[src/rtl/atomic_pkg.sv]
// Shared definitions for the atomic path: op codes, serializer FSM encoding,
// and an index-width helper for priority encoders.
package atomic_pkg;

    localparam logic [2:0] ATOM_ADD = 3'd0;
    localparam logic [2:0] ATOM_CAS = 3'd1;

    typedef enum logic [1:0] {
        ST_IDLE  = 2'd0,
        ST_ISSUE = 2'd1,
        ST_WAIT  = 2'd2,
        ST_DONE  = 2'd3
    } aws_state_t;

    // A single-lane warp still needs a 1-bit lane index.
    function automatic int idx_w(input int n);
        return (n > 1) ? $clog2(n) : 1;
    endfunction

endpackage

[src/rtl/atomic_lane_pick.sv]
// Lowest-set-bit priority encoder over a lane mask; purely combinational.
// idx is 0 when the mask is empty, so callers qualify it with any.
module atomic_lane_pick
    import atomic_pkg::*;
#(
    parameter int LANES = 4,
    parameter int IDX_W = idx_w(LANES)
) (
    input  logic [LANES-1:0] mask,
    output logic [IDX_W-1:0] idx,
    output logic             any
);

    always_comb begin
        idx = '0;
        for (int i = LANES - 1; i >= 0; i--) begin
            if (mask[i]) idx = IDX_W'(i);
        end
    end

    assign any = |mask;

endmodule

[src/rtl/atomic_warp_serializer.sv]
// Serializes one warp atomic into single-lane atomic_unit requests, lowest lane first.
// Latency >= 2k+1 cycles for k lanes; au_req held until ready, warp_resp held until ready.
module atomic_warp_serializer
    import atomic_pkg::*;
#(
    parameter int ADDR_W = 40,
    parameter int DATA_W = 64,
    parameter int OP_W   = 3,
    parameter int LANES  = 4,
    parameter int TAG_W  = 6
) (
    input  logic                    clk,
    input  logic                    rstn,
    input  logic                    warp_req_valid,
    output logic                    warp_req_ready,
    input  logic [TAG_W-1:0]        warp_req_tag,
    input  logic [LANES-1:0]        warp_req_mask,
    input  logic [OP_W-1:0]         warp_req_op,
    input  logic [LANES*ADDR_W-1:0] warp_req_addr,
    input  logic [LANES*DATA_W-1:0] warp_req_src,
    output logic                    au_req_valid,
    input  logic                    au_req_ready,
    output logic [ADDR_W-1:0]       au_req_addr,
    output logic [OP_W-1:0]         au_req_op,
    output logic [DATA_W-1:0]       au_req_src,
    input  logic                    au_resp_valid,
    input  logic [DATA_W-1:0]       au_resp_data,
    output logic                    warp_resp_valid,
    input  logic                    warp_resp_ready,
    output logic [TAG_W-1:0]        warp_resp_tag,
    output logic [LANES-1:0]        warp_resp_mask,
    output logic [LANES*DATA_W-1:0] warp_resp_data
);

    localparam int IDX_W = idx_w(LANES);

    aws_state_t              state, state_nxt;
    logic [TAG_W-1:0]        tag_q;
    logic [LANES-1:0]        mask_q;
    logic [OP_W-1:0]         op_q;
    logic [LANES*ADDR_W-1:0] addr_q;
    logic [LANES*DATA_W-1:0] src_q;
    logic [LANES*DATA_W-1:0] data_q;
    logic [LANES-1:0]        pending_q;
    logic [IDX_W-1:0]        inflight_q;
    logic [IDX_W-1:0]        cur;
    logic                    cur_any;
    logic                    accept;

    atomic_lane_pick #(.LANES(LANES), .IDX_W(IDX_W)) u_pick (
        .mask (pending_q),
        .idx  (cur),
        .any  (cur_any)
    );

    assign accept = warp_req_valid && warp_req_ready;

    always_ff @(posedge clk or negedge rstn) begin
        if (!rstn) state <= ST_IDLE;
        else       state <= state_nxt;
    end

    always_comb begin
        state_nxt = state;
        case (state)
            ST_IDLE:  if (accept) state_nxt = (warp_req_mask == '0) ? ST_DONE : ST_ISSUE;
            ST_ISSUE: if (au_req_ready) state_nxt = ST_WAIT;
            ST_WAIT:  if (au_resp_valid) state_nxt = (|pending_q) ? ST_ISSUE : ST_DONE;
            ST_DONE:  if (warp_resp_ready) state_nxt = ST_IDLE;
            default:  state_nxt = ST_IDLE;
        endcase
    end

    always_comb begin
        warp_req_ready  = (state == ST_IDLE);
        au_req_valid    = (state == ST_ISSUE) && cur_any;
        warp_resp_valid = (state == ST_DONE);
    end

    // Responses outside WAIT fall through every arm below and touch nothing.
    always_ff @(posedge clk or negedge rstn) begin
        if (!rstn) begin
            tag_q      <= '0;
            mask_q     <= '0;
            op_q       <= '0;
            addr_q     <= '0;
            src_q      <= '0;
            data_q     <= '0;
            pending_q  <= '0;
            inflight_q <= '0;
        end else begin
            case (state)
                ST_IDLE: if (accept) begin
                    tag_q     <= warp_req_tag;
                    mask_q    <= warp_req_mask;
                    op_q      <= warp_req_op;
                    addr_q    <= warp_req_addr;
                    src_q     <= warp_req_src;
                    pending_q <= warp_req_mask;
                    data_q    <= '0;
                end
                ST_ISSUE: if (au_req_ready) begin
                    pending_q[cur] <= 1'b0;
                    inflight_q     <= cur;
                end
                ST_WAIT: if (au_resp_valid) begin
                    data_q[inflight_q*DATA_W +: DATA_W] <= au_resp_data;
                end
                default: ;
            endcase
        end
    end

    assign au_req_addr    = addr_q[cur*ADDR_W +: ADDR_W];
    assign au_req_src     = src_q[cur*DATA_W +: DATA_W];
    assign au_req_op      = op_q;
    assign warp_resp_tag  = tag_q;
    assign warp_resp_mask = mask_q;
    assign warp_resp_data = data_q;

endmodule

[config.mk]
export PLATFORM = sky130hd
export DESIGN_NAME = atomic_warp_serializer
export DESIGN_NICKNAME = d
export VERILOG_FILES = /design/src/rtl/atomic_pkg.sv /design/src/rtl/atomic_lane_pick.sv /design/src/rtl/atomic_warp_serializer.sv
export SDC_FILE = /design/constraint.sdc
export NUM_CORES = 1
export LEC_CHECK = 0
export CAP_MARGIN = 20
export CELL_PAD_IN_SITES_DETAIL_PLACEMENT = 1
export CELL_PAD_IN_SITES_GLOBAL_PLACEMENT = 1
export CORE_AREA = 2 2 342 344
export CTS_BUF_LIST = sky130_fd_sc_hd__clkbuf_2 sky130_fd_sc_hd__clkbuf_4 sky130_fd_sc_hd__clkbuf_8
export CTS_CLUSTER_SIZE = 16
export DETAILED_ROUTE_END_ITERATION = 10
export DIE_AREA = 0 0 344 346
export PLACE_DENSITY_LB_ADDON = 0.15
export REMOVE_ABC_BUFFERS = 1
export SYNTH_ARGS = -nofsm -noshare
export SYNTH_HDL_FRONTEND = slang
export SYNTH_SLANG_ARGS = --single-unit
[constraint.sdc]
create_clock -name clk -period 1.9 [get_ports clk]
set_input_delay 0.285 -clock clk [delete_from_list [all_inputs] [get_ports clk]]
set_output_delay 0.285 -clock clk [all_outputs]
set_load 0.01 [all_outputs]
==> out/metrics.yaml <==
clocking:
  htreeDepth: 4
  clk_latency_ns: 0.83
  cts_sinks: 693
  clk_pin_slew_ns: 0.06
  cts_buffers: 134
  cts_buffer_depth: 3
  ctsRootBufferMaster: "clkbuf_8"
  cts_tree: "done"
drt:
  drt_iter0_drc: 1635
  wl_mm: 157
  via_per_inst: 4.87
  route.vias.total: 30149
  wire_per_inst_um: 25.4
  antenna_left: 0
  drc: 0
  dr.pass1.iters: 5
setup_path:
  cp_common_cell: "buf_6"
  worstPathRequired_ns: 1.62
  rr_worst_depth: 7
  crit_path_start_kind: "flop"
  endpoint_kind: "primary output"
  critical_path.top_delay_family: "compound AO/OA/AOI/OAI gates"
  slowest_delay_ns: 0.51
  timing.rr.start: "state[1]"
  crit_type: "flop to primary output"
  cp.buffers_inverters: 4
  crit_chain: "nor2b_4, buf_6, clkbuf_16, buf_6, a221o_1, a22o_1, buf_6"
  cp_data_arrival_time_ns: 2.56
  reg2reg_to: "warp_resp_data[104]"
  cpMaxStageDelayCell: "dfrtp_4"
  r2r_slack_ns: -0.16
  cp_max_fo: 8
floorplan:
  ios: 875
  rows: 125
  start_util: 0.265
  die_h_um: 346
  fp.dieArea_um2: 119000
  core_um2: 115000
  dieWidth_um: 344
global_routing:
  grt_overflow: 0
  use_met3: 0.0815
  grt_pass1_wl_mm: 214
  grt_max_degree: 83
  met1_usage: 0.292
  grt.total_usage: 0.238
  grt_busiest_layer: "met2"
  antenna_found_initial: 16
  grt_pass1_vias: 31916
  gr-usage-met2: 0.385
pwr:
  p_clk_frac: 0.223
  intPower_mw: 44.5
  peakVddDrop_mv: 0.554
  switching_share: 0.389
  p_seq_frac: 0.308
  p_sw_mw: 28.4
  power_leakage_nw: 29.1
  power_frac_comb: 0.469
  powerDensity_nw_per_um2: 1430
  power_mw: 72.9
job:
  max_cap_violations: 0
place:
  gp_congestion: 0.841
  port_buffers: 874
  hpwlAfterDp_mm: 104
worst_hold_path:
  hold-path-cell-count: 3
  holdPathEnd: "addr_q[117]"
  hold_start: "warp_req_addr[117]"
  hp-class: "input port to flop"
sta:
  skew_ns: 0.0516
  period_minus_slack_ns: 2.85
  finalMaxSlewViolations: 0
  finalCritPeriodShare: 1.50
  setup_violations: 371
  setup_ws_ns: -0.950
  hold_viol_final: 0
  worst_pin_slew_ns: 0.502
  rsz0062_at_grt: "true"
  fmax_mhz: 351
  max_slew_margin: 0.665
synthesis:
  ys_types: 39
  synth_top_area_cell: "dfrtp_1"
  yosys_warnings: 0
  syn_area_um2: 30600
  postSynthCellCount: 3201
  yosys-top-cells-area: "dfrtp_1 57%, nand2_1 14%, a31o_1 7.3%"
  ys_seq_area_frac: 0.567
  avgSynthCellArea_um2: 9.56
  synth_commonest_cells: "1115 x nand2_1, 693 x dfrtp_1, 256 x a31o_1, 192 x and3_1, 134 x o21ai_0"
  synthArstFlopShare: 1.00
  post-synth-top-area-fraction: 0.567
  synth_edf_count: 0
  ys.flop_type: "dfrtp_1"
  synth_most_common_cell: "nand2_1"
  synth_seq_cells: 693
final_layout:
  utilization: 0.443
  drive_above_1_share: 0.168
  fill_cells: 12799
  synthToLayoutAreaGrowth_pct: 67.0
  nNetsFinal: 5046
outcome:
  violations: "setup timing"
  outcome: "finished, violations left"
-- power groups by stage --
stage / Clock, mW / Sequential (mW) / Combinational [mW]
after floorplan: 0 / 19.2 / 8.13
after global placement: 0 / 22.5 / 29.6
after detailed placement: 0 / 22.6 / 30.0
after CTS: 16.7 / 22.3 / 29.9
after global routing: 17.4 / 22.9 / 36.8
final: 16.3 / 22.4 / 34.2
-- tightest hold or removal path, stage by stage --
cell	delay, ns
clkdlybuf4s50_1	0.40
nand2_1	0.08
nand2_1	0.05
-- worst max path at each step --
stage	startpoint	endpoint	cells after the start
floorplan	state[1]	pending_q[3]	3
global placement	pending_q[2]	au_req_src[42]	5
detailed placement	pending_q[2]	au_req_src[34]	6
CTS	pending_q[2]	au_req_src[24]	5
global route	pending_q[2]	au_req_addr[26]	7
finish	pending_q[2]	au_req_addr[26]	7
-- state kept, by name, summed over array words and instances (netlist names) --
name and count:
src_q 256, au_req_op 3, warp_resp_mask 4, state 2, addr_q 160, warp_resp_tag 6, pending_q 4, inflight_q 2
warp_resp_data 256
-- kinds of logic (layout without fill, tap and decap cells) --
family / Yosys count / count (layout) / share of synthesized area
other cells: 0 / 19 / 0
fa+ha+maj: 5 / 5 / 0.00204
simple gates: 1403 / 1404 / 0.200
flops: 693 / 693 / 0.567
buf+inv: 388 / 1829 / 0.0578
compound gates: 712 / 712 / 0.174
-- layer usage --
metal / part of all wire / up-vias
met2: 0.48 / 1009
met1: 0.41 / 15250
li1: - / 13645
met4: 0.037 / 6
met5: 0.00021 / -
met3: 0.080 / 239
-- metrics by stage --
| step | instances | hold slack, ns | instance area (um2) | worst slack, ns | setup TNS, ns |
|---|---|---|---|---|---|
| after global placement | 5560 | 0.208 | 42800 | -0.407 | -167.23 |
| after CTS | 6065 | 0.000169 | 48300 | -1.25 | -176.04 |
| after global routing | 6179 | 0.00385 | 51100 | -1.05 | -132.72 |
| after detailed placement | 5560 | 0.208 | 42800 | -0.422 | -171.20 |
| final | 6186 | 0.0536 | 51100 | -0.950 | -107.16 |
| after floorplan | 2919 | -0.0106 | 29200 | -31.25 | - |
-- placed cells by master (no fill, tap or decap), types with 5 or more instances in the layout --
cell	synthesis	final
clkbuf_4	0	43
a21oi_4	0	8
nand2_1	1115	1115
dlymetal6s2s_1	0	269
dfrtp_1	693	687
a221o_1	78	78
clkbuf_16	0	37
diode_2	0	19
buf_4	10	142
a31o_1	256	256
o21ai_1	0	15
nor3b_1	66	64
buf_2	103	41
ha_1	5	5
a21oi_2	0	33
clkbuf_2	2	47
o21ai_2	0	6
inv_1	106	104
buf_16	0	12
and3_1	192	185
dlygate4sd3_1	0	262
clkdlybuf4s50_1	0	497
a22o_1	105	104
a21oi_1	131	90
o21ai_0	134	112
clkinv_2	0	6
clkbuf_8	0	181
buf_6	19	74
buf_12	0	88
and3_4	0	7
buf_8	0	16
-- area by class of cell --
type                            instances  area (um2)  share of cell area
Clock inverter                         13        96.3             0.00188
Clock buffer                          224        2810              0.0551
Tap cell                             1524        1910              0.0373
Antenna cell                           19        47.5            0.000930
Multi-Input combinational cell       2121       11900               0.233
Inverter                              106         400             0.00783
Sequential cell                       693       17400               0.340
Timing Repair Buffer                 1486       16600               0.324
-- repair_timing --
item,in CTS,in global routing
buffers inserted,3,61
pin swaps,2,69
resized for setup,165,710
setup endpoints to repair,664,942
hold buffers,263,0
endpoints found under the hold margin,947,0
cloned,2,47
Note: power is estimated with default switching activity, not from simulation.
